==> src/rtl/axi_rd_mux_wrr.sv <==
// rtl/axi_rd_mux_wrr.sv - N-to-1 AXI4 read mux with ID extension, round-robin/WRR arbitration and per-port outstanding limits.
// Optional macro AXI_RD_MUX_WRR_EN adds weight_i and weighted round-robin credit tracking.
module axi_rd_mux_wrr #(
    parameter int NoSlvPorts  = 4,
    parameter int IdWidth     = 4,
    parameter int AddrWidth   = 32,
    parameter int DataWidth   = 64,
    parameter int MaxTrans    = 8,
    parameter int WeightWidth = 4,
    parameter int PortIdxW    = (NoSlvPorts == 1) ? 1 : $clog2(NoSlvPorts)
) (
    input  logic                            clk_i,
    input  logic                            rst_i,
    input  logic [NoSlvPorts-1:0]           slv_ar_valid_i,
    output logic [NoSlvPorts-1:0]           slv_ar_ready_o,
    input  logic [NoSlvPorts*IdWidth-1:0]   slv_ar_id_i,
    input  logic [NoSlvPorts*AddrWidth-1:0] slv_ar_addr_i,
    input  logic [NoSlvPorts*8-1:0]         slv_ar_len_i,
    output logic [NoSlvPorts-1:0]           slv_r_valid_o,
    input  logic [NoSlvPorts-1:0]           slv_r_ready_i,
    output logic [IdWidth-1:0]              slv_r_id_o,
    output logic [DataWidth-1:0]            slv_r_data_o,
    output logic [1:0]                      slv_r_resp_o,
    output logic                            slv_r_last_o,
    output logic                            mst_ar_valid_o,
    input  logic                            mst_ar_ready_i,
    output logic [IdWidth+PortIdxW-1:0]     mst_ar_id_o,
    output logic [AddrWidth-1:0]            mst_ar_addr_o,
    output logic [7:0]                      mst_ar_len_o,
    input  logic                            mst_r_valid_i,
    output logic                            mst_r_ready_o,
    input  logic [IdWidth+PortIdxW-1:0]     mst_r_id_i,
    input  logic [DataWidth-1:0]            mst_r_data_i,
    input  logic [1:0]                      mst_r_resp_i,
    input  logic                            mst_r_last_i,
`ifdef AXI_RD_MUX_WRR_EN
    input  logic [NoSlvPorts*WeightWidth-1:0] weight_i,
`endif
    output logic                            r_route_err_o,
    output logic                            busy_o
);
    localparam int CntW = $clog2(MaxTrans + 1);

    logic [CntW-1:0]       cnt [NoSlvPorts];
    logic [NoSlvPorts-1:0] elig;
    logic [NoSlvPorts-1:0] dec;
    logic [PortIdxW-1:0]   ptr;
    logic [PortIdxW-1:0]   cand;
    logic [PortIdxW-1:0]   cand_next;
    logic                  cand_valid;
    logic                  load;
    logic [PortIdxW-1:0]   r_port;
    logic                  r_port_ok;

    always_comb begin
        for (int i = 0; i < NoSlvPorts; i++) begin
            elig[i] = slv_ar_valid_i[i] && (cnt[i] < CntW'(MaxTrans));
        end
    end

    // Scan downward so the eligible port closest to ptr is the last one written.
    always_comb begin
        int idx;
        cand       = '0;
        cand_valid = 1'b0;
        for (int k = NoSlvPorts - 1; k >= 0; k--) begin
            idx = int'(ptr) + k;
            if (idx >= NoSlvPorts) idx = idx - NoSlvPorts;
            if (elig[idx]) begin
                cand       = PortIdxW'(idx);
                cand_valid = 1'b1;
            end
        end
    end

    assign cand_next = (cand == PortIdxW'(NoSlvPorts - 1)) ? '0 : cand + 1'b1;
    assign load      = cand_valid && (!mst_ar_valid_o || mst_ar_ready_i);

    always_comb begin
        for (int i = 0; i < NoSlvPorts; i++) begin
            slv_ar_ready_o[i] = load && (cand == PortIdxW'(i));
        end
    end

    always_ff @(posedge clk_i) begin
        if (rst_i) begin
            mst_ar_valid_o <= 1'b0;
            mst_ar_id_o    <= '0;
            mst_ar_addr_o  <= '0;
            mst_ar_len_o   <= '0;
        end else if (load) begin
            mst_ar_valid_o <= 1'b1;
            mst_ar_id_o    <= {cand, slv_ar_id_i[int'(cand)*IdWidth +: IdWidth]};
            mst_ar_addr_o  <= slv_ar_addr_i[int'(cand)*AddrWidth +: AddrWidth];
            mst_ar_len_o   <= slv_ar_len_i[int'(cand)*8 +: 8];
        end else if (mst_ar_ready_i) begin
            mst_ar_valid_o <= 1'b0;
        end
    end

`ifdef AXI_RD_MUX_WRR_EN
    logic [WeightWidth-1:0] credit;
    logic [WeightWidth-1:0] eff_w;
    logic [WeightWidth-1:0] rem;

    always_comb begin
        eff_w = weight_i[int'(cand)*WeightWidth +: WeightWidth];
        if (eff_w == '0) eff_w = WeightWidth'(1);
        rem = (cand == ptr && credit != '0) ? credit : eff_w;
    end

    // Credit holds the grants the current port may still take before ptr moves on.
    always_ff @(posedge clk_i) begin
        if (rst_i) begin
            ptr    <= '0;
            credit <= '0;
        end else if (load) begin
            if (rem == WeightWidth'(1)) begin
                ptr    <= cand_next;
                credit <= '0;
            end else begin
                ptr    <= cand;
                credit <= rem - 1'b1;
            end
        end
    end
`else
    always_ff @(posedge clk_i) begin
        if (rst_i) begin
            ptr <= '0;
        end else if (load) begin
            ptr <= cand_next;
        end
    end
`endif

    assign r_port    = mst_r_id_i[IdWidth +: PortIdxW];
    assign r_port_ok = int'(r_port) < NoSlvPorts;

    assign slv_r_id_o    = mst_r_id_i[IdWidth-1:0];
    assign slv_r_data_o  = mst_r_data_i;
    assign slv_r_resp_o  = mst_r_resp_i;
    assign slv_r_last_o  = mst_r_last_i;
    // Beats with a bad port field are sunk so the master never stalls on them.
    assign mst_r_ready_o = r_port_ok ? slv_r_ready_i[r_port] : 1'b1;

    always_comb begin
        for (int i = 0; i < NoSlvPorts; i++) begin
            slv_r_valid_o[i] = mst_r_valid_i && r_port_ok && (r_port == PortIdxW'(i));
            dec[i]           = slv_r_valid_o[i] && slv_r_ready_i[i] && mst_r_last_i;
        end
    end

    always_ff @(posedge clk_i) begin
        if (rst_i) begin
            r_route_err_o <= 1'b0;
        end else if (mst_r_valid_i && !r_port_ok) begin
            r_route_err_o <= 1'b1;
        end
    end

    always_ff @(posedge clk_i) begin
        for (int i = 0; i < NoSlvPorts; i++) begin
            if (rst_i) begin
                cnt[i] <= '0;
            end else if (slv_ar_ready_o[i] && !dec[i] && cnt[i] != CntW'(MaxTrans)) begin
                cnt[i] <= cnt[i] + 1'b1;
            end else if (dec[i] && !slv_ar_ready_o[i] && cnt[i] != '0) begin
                cnt[i] <= cnt[i] - 1'b1;
            end
        end
    end

    always_comb begin
        busy_o = mst_ar_valid_o;
        for (int i = 0; i < NoSlvPorts; i++) begin
            if (cnt[i] != '0) busy_o = 1'b1;
        end
    end
endmodule

==> config.mk <==
export PLATFORM = sky130hd
export DESIGN_NAME = axi_rd_mux_wrr
export DESIGN_NICKNAME = d
export VERILOG_FILES = /design/src/rtl/axi_rd_mux_wrr.sv
export SDC_FILE = /design/constraint.sdc
export NUM_CORES = 1
export LEC_CHECK = 0
export ABC_AREA = 1
export BUFFER_PORTS_ARGS = -buffer_cell sky130_fd_sc_hd__buf_2
export CAP_MARGIN = 20
export CORE_AREA = 2 2 151 153
export CTS_CLUSTER_SIZE = 10
export DETAILED_ROUTE_END_ITERATION = 10
export DIE_AREA = 0 0 153 155
export GPL_ROUTABILITY_DRIVEN = 0
export SLEW_MARGIN = 10
export SYNTH_ARGS = -nofsm -noshare
export SYNTH_HDL_FRONTEND = slang
export SYNTH_SLANG_ARGS = --single-unit
==> constraint.sdc <==
create_clock -name clk_i -period 3.7 [get_ports clk_i]
set_input_delay 1.11 -clock clk_i [delete_from_list [all_inputs] [get_ports clk_i]]
set_output_delay 1.11 -clock clk_i [all_outputs]
set_load 0.05 [all_outputs]
# Word-level counts from Yosys, hierarchy flattened
# Memory sizes are Yosys's and may differ from the RTL's.
# Cells that the tools add are included.
[word_totals]
register_bits = 49
wordCells = 181
memories = 1
latchBits = 0
rom_bits = 0
output_inout_bits = 129
in_bits = 261
ram_bits = 16
[op_classes]
mux = 71
order_cmp = 13
n_addsub = 16
n_div = 0
eq_ne = 10
shift = 3
n_bitwise = 8
mul = 0
n_reduce_logical = 54
[memory_table]
columns = ["name", "words", "word_bits", "read_ports", "rd_clocked_by_memory_dff", "wr", "line", "text"]
rows = [
  ["cnt", 4, 4, 4, 0, 4, "44", "logic [CntW-1:0] cnt [NoSlvPorts];"],
]
[op_table]
columns = ["operator", "n"]
rows = [
  ["< comparator 32 x 4 -> 1 bit (second input constant)", 4],
  ["2-to-1 mux 32 bit", 4],
  ["variable part select 128 x 8 -> 32 bit", 1],
  ["2-to-1 mux 1 bit", 49],
  ["logical AND 1 bit", 37],
  ["2-to-1 mux 4 bit", 8],
  ["variable part select 32 x 6 -> 8 bit", 1],
  ["adder 4 x 1 -> 4 bit (second input constant)", 4],
  ["< comparator 4 bit (second input constant)", 4],
  ["inequality test 4 bit (second input constant)", 4],
  ["nonzero test 4 bit", 4],
  ["variable part select 16 x 5 -> 4 bit", 1],
  ["subtractor 4 x 1 -> 4 bit (second input constant)", 4],
  ["subtractor 3 x 3 -> 4 bit (second input constant)", 3],
  ["binary-select mux 1 bit (select 2 bit)", 5],
  ["2-to-1 mux 2 bit", 5],
  ["greater-or-equal comparator 3 bit (second input constant)", 3],
  ["zero test 1 bit", 9],
  ["equality test 2 bit (second input constant)", 4],
  ["bitwise OR 1 bit", 8],
  ["adder 2 x 2 -> 3 bit (second input constant)", 2],
  ["equality test 2 x 1 -> 1 bit (second input constant)", 2],
  ["zero test 2 bit", 2],
  ["subtractor 2 x 3 -> 4 bit (second input constant)", 1],
  ["other kinds (6)", 6],
]

# Longest topological paths before layout
[logic_depth]
depth_word = 20
depth_mapped = 22
mapped_depth_nobuf = 20

# Least setup slack after synthesis
# OpenSTA, ideal clock, no wires.
[synth_path]
path_type = "input-to-output"
start = "in slv_ar_valid_i[3]"
end = "out slv_ar_ready_o[3]"
cell_stages = 13
path_slack_ns = -0.417
required_time_ns = 2.590
path_buffers = 2
arrival_time_ns = 3.007
cell_sequence = "nand3_1 > nand2_1 > nand2_1 > nand2_1 > inv_2 > nand2_1 > nand2_1 > nand2_2 > buf_4 > buf_2 > ha_1 > inv_1 > nor2_1"
[synth_via]
elab_chain_len = 10
word_cells_on_any_way = 24
classes_between = "1 x eq/ne; 20 x mux; 3 x reduce/logical"
[synth_rtl]
columns = ["item", "line", "text"]
rows = [
  ["start, declared", "14", "input logic [NoSlvPorts-1:0] slv_ar_valid_i,"],
  ["logical AND 1 bit (*)", "57", "elig[i] = slv_ar_valid_i[i] && (cnt[i] < CntW'(MaxTrans));"],
  ["binary-select mux 1 bit (select 2 bit)", "69", "if (elig[idx]) begin"],
  ["2-to-1 mux 1 bit (not written as such) (2 in series)", "69", ""],
  ["2-to-1 mux 2 bit (3 in series)", "69", ""],
  ["2-to-1 mux 2 bit (*)", "69", ""],
  ["net cand[0]", "48", "logic [PortIdxW-1:0] cand;"],
  ["equality test 2 bit (*)", "81", "slv_ar_ready_o[i] = load && (cand == PortIdxW'(i));"],
  ["logical AND 1 bit (*)", "81", ""],
  ["end, declared", "15", "output logic [NoSlvPorts-1:0] slv_ar_ready_o,"],
]
# Mark *: on every way through the listed nets, which the timed path passes. The rest lies on a longest branch. The select of a mux whose other input is x is not followed.

# Final worst setup path
[layout_path]
start = "in slv_ar_valid_i[2]"
end = "out slv_ar_ready_o[1]"
[layout_via]
elab_chain_len = 10
word_cells_on_any_way = 24
classes_between = "1 x eq/ne; 20 x mux; 3 x reduce/logical"
[layout_rtl]
columns = ["item", "line"]
rows = [
  ["logical AND 1 bit (*)", "57"],
  ["binary-select mux 1 bit (select 2 bit)", "69"],
  ["2-to-1 mux 1 bit (not written as such) (2 in series)", "69"],
  ["2-to-1 mux 2 bit / 2-to-1 mux 1 bit (equally long branches) (4 in series)", "69"],
  ["equality test 2 x 1 -> 1 bit / logical AND 1 bit (equally long branches)", "81, 77"],
  ["logical AND 1 bit (*)", "81"],
]
# Every way passes the cells marked *; elsewhere a longest branch is shown, timed or not. The select of a mux whose other input is x is not followed.

==> results.md <==
- Result of the run: finished clean
- Relative slew slack: 0.488
- Core region area: 22200 um^2
- Final TNS setup: 0 ns
- Buffers on Ports: 248
- Synth cell types: 34
- Num rows: 55
- TritonRoute pass-1 iters: 6
- RR Startpoint: ptr[0]
- Yosys top cell area share: 0.175
- Antenna diode count: 0
- Top sig layer: met4
- Fillers: between 2000 and 3000
- Starting Density: 0.254
- CP required: 2.59 ns
- Met3 Wirelength: ~1.2 mm
- CP Class: in2out
- Largest family of logic cells by synthesized area: simple AND/OR/NAND/NOR gates
- Root Driver: clkbuf_16
- Met1 WL: just under 8 mm
- Vias/cell: 4.43
- Slew @ Worst Pin: ~0.77 ns
- XOR/XNOR Fraction of Synth Area: 0.0233
- Arrival time at the worst endpoint: around 2.5 ns
- Peak supply drop: between 0.0005 and 0.0006 V
- Hold/Removal Path Class: reg2reg
- Synth Area in Adders: 0.0301
- Wire per inst: 13.4 um
- Pwr Total: just under 7000 uW
- Crit Reg-Reg Endpoint: cnt[2][3]
- Hold Buf Count CTS: 0
- Syn_area_per_cell: between 6 and 7 um^2
- Final count of hold timing violations: 0
- Maximum clock frequency: ~0.28 GHz
- # clock sinks: 65
- Max Fanout on Critical Path: 3
- Layout cells sized above 1: 0.285
- Post-Syn Instances: between 900 and 1000
- Detail Placement HPWL: roughly 14 mm
- Mux contribution to synthesized area: 0
- Synthesis Warnings: 0
- Reg2Reg Depth: 21
- Worst skew pair latency: ~0.33 ns
- CTS Buffer Depth: 2
- I/O pin total: between 300 and 400
- CTS tree: built
- Final setup vio count: 0
- Crit-path most repeated cell: nand2_1
- H-tree levels: 3
- Met2 Wirelength: 9.10 mm
- Antenna violations before repair: 0
- DRC viols: 0
- WHS Endpoint: mst_ar_id_o[4]
- Cell Pwr Density: 974 nW/um^2
- CP Launch Type: primary input
- Fin. max-slew vios: 0
- Leading area contributor after synthesis: nand2_1
- Final Cycle Share: 0.974
- LEAKAGE: between 0.004 and 0.005 uW
- Dominant synthesized flop cell: dfxtp_1
- Critical Path Sink Type: primary output
- Vias post-DR: around 6000
- Critical-path top delay cell: clkbuf_4
- Die Y: 155 um
- Die area: 23700 um^2
- Largest net degree at the start of global routing: 65
- Simple logic cell fraction of the synthesized area: 0.411
- Syn_nets: between 1000 and 1500
- Number of flops mapped to enable cells by yosys: 16
- Initial DRC count: around 330
- Die W: between 150 and 200 um
- Hold WS: 0.493 ns
- Sequential-to-total area share from yosys stat: 0.259
- Crit path cell chain: buf_2 -> nand3_1 -> nand2_1 -> nand2_1 -> nand2_1 -> nor2_1 -> nand2_1 -> a21boi_4 -> ha_1 -> nand2_1 -> inv_1 -> clkbuf_4
- Routed Antenna Nets: 0
- Cell Area, Synth: approximately 5600 um^2
- Slowest stage delay, CP: ~0.22 ns
- R2R setup slack: just over 0.6 ns
- Layout area overhead: 24.1%
- Reg clk slew, reported paths: 0.06 ns
- Flops & latches, synth: 65
- Hold Path Depth: 2
- First-pass GRT wire length: slightly below 30 mm
- Final Critical Period: 3.60 ns
- Post-synthesis async set-or-reset flop share: 0
- Layout Nets: between 1000 and 1500
- Global route overflow: 0
- TritonCTS Buffers: 9
- # Max-Cap Violations: 0
- Hold path start: mst_ar_id_o[4]
- Synth area leaders: nand2_1 18%, dfxtp_1 17%, nand3_1 15%
- Wirelength, routed: roughly 19 mm
- Layout Skew: between 0.007 and 0.008 ns
- Vias in the first global route: 5787
- Global router's overall resource usage: 0.155
- Compound-Gate Fraction of Synth Area: 0.0385
==> how the worst max path moves through the flow <==
| stage | slack, ns | endpoint | depth (start not counted) | startpoint |
|---|---|---|---|---|
| after global routing | -0.01 | slv_ar_ready_o[0] | 14 | slv_ar_valid_i[1] |
| final | 0.1 | slv_ar_ready_o[1] | 12 | slv_ar_valid_i[2] |
| after global placement | 0.06 | slv_ar_ready_o[2] | 14 | slv_ar_valid_i[3] |
| after CTS | 0.01 | slv_ar_ready_o[2] | 14 | slv_ar_valid_i[3] |
| after detailed placement | 0.02 | slv_ar_ready_o[2] | 14 | slv_ar_valid_i[2] |
| after floorplan | -0.18 | slv_ar_ready_o[3] | 13 | slv_ar_valid_i[3] |
==> per-layer routing <==
metal	global-route usage	vias up
met5	0	-
met4	0.0622	0
met2	0.270	215
li1	-	3135
met1	0.185	2751
met3	0.0362	38
==> layout make-up <==
class	instances	area, um^2	area share
clock buffers	10	229	0.0327
clock inverters	6	82.6	0.0118
inverters	144	541	0.0771
multi-input cells	602	2890	0.412
flip-flops and latches	65	1460	0.209
well taps	285	357	0.0509
repair buffers	273	1450	0.206
==> sequential cells by signal, indices dropped and copies added, names as in the netlist <==
register        cells
cnt                16
mst_ar_addr_o      32
mst_ar_id_o         6
mst_ar_len_o        8
mst_ar_valid_o      1
ptr                 2
==> logic make-up after synthesis <==
kind of cell / count (synthesis)
AND/OR/NAND/NOR: 535
buffers and inverters: 260
flip-flops: 65
AO/OA/AOI/OAI: 38
XOR/XNOR: 15
adder cells (fa/ha/maj): 13
other: 1
==> worst max-delay path: cells and delay by family <==
kind | cells | cell delay, ns
AO/OA/AOI/OAI | 1 | 0.19
adder cells (fa/ha/maj) | 1 | 0.16
buffers and inverters | 3 | 0.40
AND/OR/NAND/NOR | 7 | 0.65
==> report_power, final <==
part           switching, uW  internal (uW)  leakage (uW)
Clock                    330            586      0.000144
Combinational           3240           1460       0.00337
Sequential               186           1030      0.000575
Total                   3750           3070       0.00409
==> synth_stat cells, types with 2 or more instances <==
library cell  number
nor3_1             6
dfxtp_1           49
nand3_1          171
xnor2_1            6
buf_2             21
o21ai_0            8
clkbuf_1           8
buf_4             81
nand3b_1           8
nor4_1             2
o22ai_1            6
ha_1              12
a21oi_1           21
nor2_1            73
nand2_2            2
nand2_1          264
inv_2              8
xor2_1             9
nand4_1            4
edfxtp_1          16
inv_1            135
buf_6              5
==> cell usage in the layout (no fill, tap or decap), types with 3 or more instances in the layout <==
cell type  count
nand3b_1       8
ha_1          11
nor2_1        72
xor2_1         9
dfxtp_1       49
nand2_2        7
nand2_1      258
nor3_1         5
inv_1        134
buf_2        244
nand4_1        4
nand3_1      169
clkbuf_16      9
nand3_2        3
buf_4         26
inv_2          9
a21oi_1       21
o21ai_0        8
xnor2_1        6
clkinv_1       3
edfxtp_1      16
o22ai_1        6
==> stage by stage <==
stage	cell area, um^2	instances	utilization	setup slack, ns
after floorplan	5660	927	-	-0.175
after global placement	6620	1365	0.298	0.0622
after detailed placement	6620	1365	0.298	0.0217
after CTS	6930	1381	0.312	0.0125
after global routing	7010	1385	0.315	-0.0146
final	7010	1385	0.315	0.0980
==> what timing repair did <==
action / in CTS / in global routing
gates resized for setup: 0 / 18
buffers inserted: 0 / 4
hold endpoints to repair: 0 / 0
endpoints found under the setup margin: 0 / 4
No activity file was read; power rests on OpenSTA's default activity.
